===== src/rtl/sensor_scanner.sv =====
// sensor_scanner: walks a shared 4-channel ADC through req/ack and publishes the four readings atomically.
// Define SENSOR_SCANNER_FRAME_CNT_EN to add the frame_cnt output (completed frames, wraps at 255).
module sensor_scanner #(
   parameter int unsigned SAMPLE_W = 8,
   parameter int unsigned TIMEOUT  = 15,
   parameter int unsigned SCAN_GAP = 4
) (
   input  logic                clk,
   input  logic                rst,
   input  logic                enable,
   input  logic                clear_err,
   output logic                adc_req,
   output logic [1:0]          adc_ch,
   input  logic                adc_ack,
   input  logic [SAMPLE_W-1:0] adc_data,
   output logic [SAMPLE_W-1:0] sensor1,
   output logic [SAMPLE_W-1:0] sensor2,
   output logic [SAMPLE_W-1:0] sensor3,
   output logic [SAMPLE_W-1:0] sensor4,
   output logic                frame_valid,
   output logic                timeout_err,
   output logic                busy
`ifdef SENSOR_SCANNER_FRAME_CNT_EN
   ,
   output logic [7:0]          frame_cnt
`endif
);

   typedef enum logic [2:0] {IDLE, REQ, REL, COMMIT, GAP} state_t;

   localparam logic [7:0] WAIT_LAST = 8'(TIMEOUT - 1);
   localparam logic [7:0] GAP_LAST  = 8'(SCAN_GAP - 1);
   localparam bit         HAS_GAP   = (SCAN_GAP != 0);

   state_t              state;
   logic [1:0]          ch;
   logic [7:0]          wait_cnt;
   logic [7:0]          gap_cnt;
   logic [SAMPLE_W-1:0] shadow [0:3];

   always_ff @(posedge clk or posedge rst) begin
      if (rst) begin
         state       <= IDLE;
         ch          <= '0;
         wait_cnt    <= '0;
         gap_cnt     <= '0;
         adc_req     <= 1'b0;
         adc_ch      <= '0;
         sensor1     <= '0;
         sensor2     <= '0;
         sensor3     <= '0;
         sensor4     <= '0;
         frame_valid <= 1'b0;
         timeout_err <= 1'b0;
         busy        <= 1'b0;
         for (int unsigned i = 0; i < 4; i++) shadow[i] <= '0;
`ifdef SENSOR_SCANNER_FRAME_CNT_EN
         frame_cnt   <= '0;
`endif
      end else begin
         frame_valid <= 1'b0;
         // a timeout set later in this block overrides the clear
         if (clear_err) timeout_err <= 1'b0;
         case (state)
            IDLE: begin
               if (enable) begin
                  state    <= REQ;
                  ch       <= '0;
                  adc_ch   <= '0;
                  adc_req  <= 1'b1;
                  wait_cnt <= '0;
                  busy     <= 1'b1;
               end
            end
            REQ: begin
               if (adc_ack) begin
                  adc_req <= 1'b0;
                  if (ch == 2'd3) begin
                     sensor1     <= shadow[0];
                     sensor2     <= shadow[1];
                     sensor3     <= shadow[2];
                     sensor4     <= adc_data;
                     frame_valid <= 1'b1;
                     state       <= COMMIT;
                  end else begin
                     shadow[ch] <= adc_data;
                     ch         <= ch + 2'd1;
                     state      <= REL;
                  end
               end else if (wait_cnt == WAIT_LAST) begin
                  timeout_err <= 1'b1;
                  adc_req     <= 1'b0;
                  if (HAS_GAP) begin
                     state   <= GAP;
                     gap_cnt <= '0;
                  end else if (enable) begin
                     ch       <= '0;
                     adc_ch   <= '0;
                     adc_req  <= 1'b1;
                     wait_cnt <= '0;
                  end else begin
                     state <= IDLE;
                     busy  <= 1'b0;
                  end
               end else begin
                  wait_cnt <= wait_cnt + 8'd1;
               end
            end
            REL: begin
               state    <= REQ;
               adc_req  <= 1'b1;
               adc_ch   <= ch;
               wait_cnt <= '0;
            end
            COMMIT: begin
`ifdef SENSOR_SCANNER_FRAME_CNT_EN
               frame_cnt <= frame_cnt + 8'd1;
`endif
               if (HAS_GAP) begin
                  state   <= GAP;
                  gap_cnt <= '0;
               end else if (enable) begin
                  state    <= REQ;
                  ch       <= '0;
                  adc_ch   <= '0;
                  adc_req  <= 1'b1;
                  wait_cnt <= '0;
               end else begin
                  state <= IDLE;
                  busy  <= 1'b0;
               end
            end
            GAP: begin
               if (gap_cnt == GAP_LAST) begin
                  if (enable) begin
                     state    <= REQ;
                     ch       <= '0;
                     adc_ch   <= '0;
                     adc_req  <= 1'b1;
                     wait_cnt <= '0;
                  end else begin
                     state <= IDLE;
                     busy  <= 1'b0;
                  end
               end else begin
                  gap_cnt <= gap_cnt + 8'd1;
               end
            end
            default: begin
               state   <= IDLE;
               adc_req <= 1'b0;
               busy    <= 1'b0;
            end
         endcase
      end
   end

endmodule


===== config.mk =====
export PLATFORM = sky130hd
export DESIGN_NAME = sensor_scanner
export DESIGN_NICKNAME = d
export VERILOG_FILES = /design/src/rtl/sensor_scanner.sv
export SDC_FILE = /design/constraint.sdc
export NUM_CORES = 1
export LEC_CHECK = 0
export ABC_AREA = 1
export CORE_MARGIN = 2
export CORE_UTILIZATION = 30
export CTS_CLUSTER_DIAMETER = 50
export CTS_CLUSTER_SIZE = 28
export DETAILED_ROUTE_END_ITERATION = 8
export PLACE_DENSITY_LB_ADDON = 0.1
export SLEW_MARGIN = 20
export SYNTH_ARGS = -nofsm -noshare
export SYNTH_HDL_FRONTEND = slang
export SYNTH_SLANG_ARGS = --single-unit

===== constraint.sdc =====
create_clock -name clk -period 5.45 [get_ports clk]
set_input_delay 1.635 -clock clk [delete_from_list [all_inputs] [get_ports clk]]
set_output_delay 1.635 -clock clk [all_outputs]
set_load 0.02 [all_outputs]

==> reports/metrics.csv, run 1 <==
metric;value;unit
Yosys warning count;0;
FF+latch area;0.00208;mm2
pre-CTS setup slack;1630;ps
worst setup slack after layout;2080;ps
register share of total power;39.5;%
Logic pwr share;36.0;%
largest net degree at the start of global routing;61;
clock-pin slew on the worst setup and hold paths;60;ps
placed cells;651;
minimum clock period;3370;ps
switch share;37.1;%
Rows;41;
P_int;1.55;mW
Post-synth EDFFs;0;
fmax;296;MHz
Avg Inst Size Synth;8.71;um2
Syn Std Cell Area;0.00381;mm2
initial antenna violation count;0;
DR vias;2832;
TritonCTS clock tree;built;
VDD IR-drop max;0.000223;V
Layout Nets;510;
Final period util;61.9;%
cells along the critical path;clkdlybuf4s50_1, nand2_1, nor2_4, inv_2, nand2_1, o21ai_1;
worst hold path depth;2;
sequential area share after synthesis;54.5;%
Syn Inst Count;438;
Die Y;117;um
Hold Crit Class;flop to flop;
Slew headroom;49.6;%
global-route wire length before repair;14200;um
Critical Path Sink Type;flop;
final setup vio count;0;
Top-Level Pins;51;
CTS Buf Count;9;
Critical Path AT;3580;ps
CP most frequent cell;nand2_1;
Sink Count;83;
DPL Wire Length;5590;um
top post-synthesis cells by count;nand2_1, dfrtp_1, inv_1;
share of post-route cells with drive strength above 1;12.6;%
antenna cell count;0;
startpoint types;primary input;
synth top area cells;dfrtp_1, nand2_1, o21ai_2;
Psw;0.916;mW
port buffer count;50;
Synth Flop Type;dfrtp_1;
fin cells;666;
# DRC;0;
Via density;4.25;
Power Total;2.47;mW
RSZ-0062 raised after global routing;no;
deepest clock path buffer count;2;
status;completed;
most common cell in the netlist;nand2_1;
flops & latches, synth;83;
Die Wd;117;um
Setup TNS;0;ps
crit path max fanout;40;
Least-Margin Pin Slew;756;ps
Hold Buf Count CTS;0;
# Max-Cap Violations;0;
Max Slew Vio Count;0;
Pleak;2.42;nW
Clock Latency Late Sink;350;ps
DRT Wirelength;8240;um
GP Congestion;0.788;
R2R depth;6;
WP data required;5660;ps
GR Overflow Total;0;
vias in the first global route;2815;
Detailed Routing Iterations Pass 1;5;
multi-input logic area;0.00153;mm2
Core Area;0.0125;mm2
Final Skew;5.83;ps
Min Hold Slack;473;ps
fin area;0.00476;mm2
number of DRC markers in iteration 0;232;
max incr delay on CP;570;ps
post-synth net total;458;
Netlist cell types;25;
dpl cell area;0.00447;mm2
Post-CTS Repair Setup Buffers;0;
final count of hold timing violations;0;
Final ANT Viol Nets;0;
Util after Layout;38.0;%
GRT Overall Usage;13.6;%
Async SR Flop Fraction;100;%
post-synth top area share;54.5;%
Root Driver;clkbuf_16;
H-tree levels;3;
Initial Util;30.5;%
critical path type;primary input to flop;
Clock Power Share;24.5;%
Synth-to-Final Area Change;24.8;%
post-CTS sizing;0;
Die Footprint;0.0136;mm2
Fill cells;1291;
Yosys top cell by area;dfrtp_1;
CP max stage cell;clkdlybuf4s50_1;
Power Dens Cells;519;mW/mm2
routed len/inst;12.4;um
==> path summary, 6_finish.rpt <==
check | slack (ps) | to | startpoint
worst max-delay path | 2080 | sensor4[4] | adc_ack
worst min-delay path | 470 | sensor2[0] | sensor2[0]
worst max register to register | 3370 | sensor4[4] | ch[0]
worst min register to register | 470 | sensor2[0] | sensor2[0]
max in group asynchronous | 2870 | adc_ch[0] | rst
min in group asynchronous | 1770 | sensor1[4] | rst
==> power by group through the flow <==
stage / Combinational (mW) / Sequential [mW] / Clock (mW)
final: 0.890 / 0.975 / 0.605
after global routing: 1.01 / 1.01 / 0.654
after CTS: 0.910 / 0.979 / 0.628
after detailed placement: 0.909 / 0.986 / 0
after global placement: 0.895 / 0.988 / 0
after floorplan: 0.500 / 1.07 / 0
==> registers in the layout, indices dropped and copies added (netlist names) <==
signal	count
adc_ch	2
adc_req	1
busy	1
ch	2
frame_valid	1
gap_cnt	8
sensor1	8
sensor2	8
sensor3	8
sensor4	8
shadow	24
state	3
timeout_err	1
wait_cnt	8
==> area by class of cell <==
| class | instances | area share, % |
|---|---|---|
| clock buffer | 9 | 4.73 |
| clock inverter | 6 | 1.37 |
| inverter | 36 | 3.05 |
| multi-input combinational | 309 | 32.0 |
| sequential | 83 | 43.6 |
| tap | 172 | 4.52 |
| timing repair buffer | 51 | 10.7 |
==> critical path: cells and delay by family <==
| family | cells | cell delay (ps) |
|---|---|---|
| and+or+nand+nor | 3 | 810 |
| buffers and inverters | 2 | 1030 |
| AOI/OAI and AO/OA | 1 | 80 |
==> routing by layer <==
metal	vias up	track usage [%]	wire, um
li1	1463	-	-
met1	1315	17.3	3870
met2	48	21.8	3890
met3	6	5.55	394
met4	0	3.06	87
met5	-	0	0
==> kinds of logic (layout without fill, tap and decap cells) <==
group           Yosys count  count (layout)  synth area share, %
buf+inv                  46             102                 5.54
flops                    83              83                 54.5
compound gates           43              43                 8.04
xor+xnor                  9               9                 2.07
fa+ha+maj                 7               7                 2.30
simple gates            250             250                 27.6
==> cell usage in the layout (no fill, tap or decap) <==
| cell | instances |
|---|---|
| inv_4 | 2 |
| clkdlybuf4s50_1 | 50 |
| nand3b_1 | 1 |
| nor2_1 | 22 |
| o21ai_2 | 24 |
| or2_0 | 1 |
| or2_1 | 2 |
| xnor2_1 | 3 |
| buf_4 | 1 |
| nor2_4 | 4 |
| clkinv_2 | 2 |
| nand2_2 | 4 |
| o21ai_0 | 8 |
| clkinvlp_4 | 1 |
| o22ai_1 | 1 |
| nand3_1 | 15 |
| inv_1 | 27 |
| dfrtp_1 | 83 |
| inv_2 | 6 |
| nand2_1 | 193 |
| ha_1 | 7 |
| bufinv_16 | 1 |
| clkbuf_16 | 9 |
| xor2_1 | 6 |
| clkinv_4 | 1 |
| nand3_2 | 1 |
| o21ai_1 | 10 |
| nand4_1 | 3 |
| inv_6 | 2 |
| nand2_4 | 4 |
Note: power is estimated with default switching activity, not from simulation.
==> inputs of run 2 (changes only) <==
==> constraint.sdc (replaced) <==
create_clock -name clk -period 3.5 [get_ports clk]
set_input_delay 1.05 -clock clk [delete_from_list [all_inputs] [get_ports clk]]
set_output_delay 1.05 -clock clk [all_outputs]
set_load 0.02 [all_outputs]
==> run 2 against run 1 <==
Net effect: critical path type is now flop to primary output; hold slack got worse by 1.4 ps; critical path depth decreased by 5; largest power group unchanged; non-clock buffer count increased by 2; combinational power increased by 56%; power increased by 59%; wire length increased by 1.5%; cell area increased by 0.97%.
==> reports/metrics.csv, run 2 (synthesis gave the netlist of run 1 again) <==
metric;value;unit
Synth-to-Final Area Change;26.0;%
Crit. Startpoint;sensor2[4];
Final Skew;5.91;ps
Setup TNS;0;ps
GRT Overall Usage;13.6;%
Buf+Inv Stages, Crit Path;1;
Initial Util;30.5;%
DRT Wirelength;8360;um
# DRC;0;
Post-CTS Repair Setup Buffers;0;
Reg-to-Reg Start;ch[0];
Die Wd;117;um
Max Slew Vio Count;0;
post-CTS sizing;0;
Slew headroom;54.5;%
final count of hold timing violations;0;
final setup vio count;0;
vias in the first global route;2783;
startpoint types;flop;
Die Y;117;um
number of flip-flops in the largest register;24;
Clock Latency Late Sink;340;ps
R2R depth;6;
Detailed Routing Iterations Pass 1;5;
worst r2r dst;sensor4[6];
Power Dens Cells;817;mW/mm2
port buffer count;50;
most frequent cells in the layout;nand2_1, dfrtp_1, clkdlybuf4s50_1;
fmax;418;MHz
Layout Nets;512;
WP data required;2450;ps
Core Area;0.0125;mm2
GP Congestion;0.790;
critical path's top delay family;buffers and inverters;
VDD IR-drop max;0.000255;V
CTS Buf Count;9;
Sink Count;83;
clock-pin slew on the worst setup and hold paths;60;ps
max incr delay on CP;620;ps
initial antenna violation count;0;
Root Driver;clkbuf_16;
GR Overflow Total;0;
setup slack, reg-to-reg;1890;ps
minimum clock period;2390;ps
worst hold path depth;2;
largest reg by FF count;shadow;
Die Footprint;0.0136;mm2
Top-Level Pins;51;
global-route wire length before repair;14000;um
TritonCTS clock tree;built;
cells along the critical path;clkdlybuf4s50_1;
DR vias;2828;
RSZ-0062 raised after global routing;no;
fin area;0.00481;mm2
Final ANT Viol Nets;0;
crit path max fanout;2;
HP Start;shadow[12];
routed len/inst;12.5;um
commonest non-fill, non-tap cell in the layout;nand2_1;
Critical Path Sink Type;primary output;
DPL Wire Length;5620;um
CP max stage cell;clkdlybuf4s50_1;
number of DRC markers in iteration 0;159;
share of post-route cells with drive strength above 1;12.7;%
Hold Crit Class;flop to flop;
Pleak;2.44;nW
deepest clock path buffer count;2;
Least-Margin Pin Slew;681;ps
Hold Buf Count CTS;0;
largest net degree at the start of global routing;44;
# Max-Cap Violations;0;
sink of the worst hold path;sensor3[4];
Final period util;68.3;%
status;completed;
Critical Path AT;1340;ps
critical path type;flop to primary output;
Rows;41;
H-tree levels;3;
dpl cell area;0.00450;mm2
Via density;4.23;
antenna cell count;0;
-- run 2: cell types whose count changed in the layout (fill, tap and decap cells not counted), sizes merged --
cell / delta
inv: -3
buf: +2
clkbuf: +2
bufinv: +1
clkinv: +1
-- run 2: metal layers --
metal  track usage, %  part of all wire [%]  vias to the layer above
li1                 -                     -                     1471
met1             18.0                    48                     1306
met2             21.3                    47                       44
met3             4.57                   4.2                        7
met4             3.76                   1.1                        0
met5                0                     0                        -
-- run 2: layout make-up --
cell class	instances	area, um2
timing repair buffer	53	536
tap	172	215
inverter	36	144
sequential	83	2080
clock inverter	5	77.6
clock buffer	11	233
fill	1293	7710
multi-input combinational	309	1530
-- run 2: worst max-delay path by stage --
stage	endpoint	cells past startpoint
after floorplan	adc_ch[0]	1
after global placement	sensor4[1]	6
after detailed placement	sensor4[7]	6
after CTS	sensor2[5]	1
after global routing	sensor2[7]	1
final	sensor2[4]	1
-- run 2: through the flow --
stage	utilization (%)	hold WS, ps	power, mW	instances	worst slack [ps]
3_5_place_dp	35.9	461	2.95	653	916
6_report	38.4	472	3.93	669	1110
5_1_grt	38.4	488	4.23	669	1060
2_1_floorplan	-	449	2.44	438	313
4_1_cts	38.4	475	3.99	669	1090
3_3_place_gp	35.9	457	2.94	653	918
-- run 2: where the power goes --
group	total, mW	internal, mW	switching [mW]
Combinational	1.39	0.579	0.815
Clock	1.01	0.623	0.386
Sequential	1.52	1.29	0.230
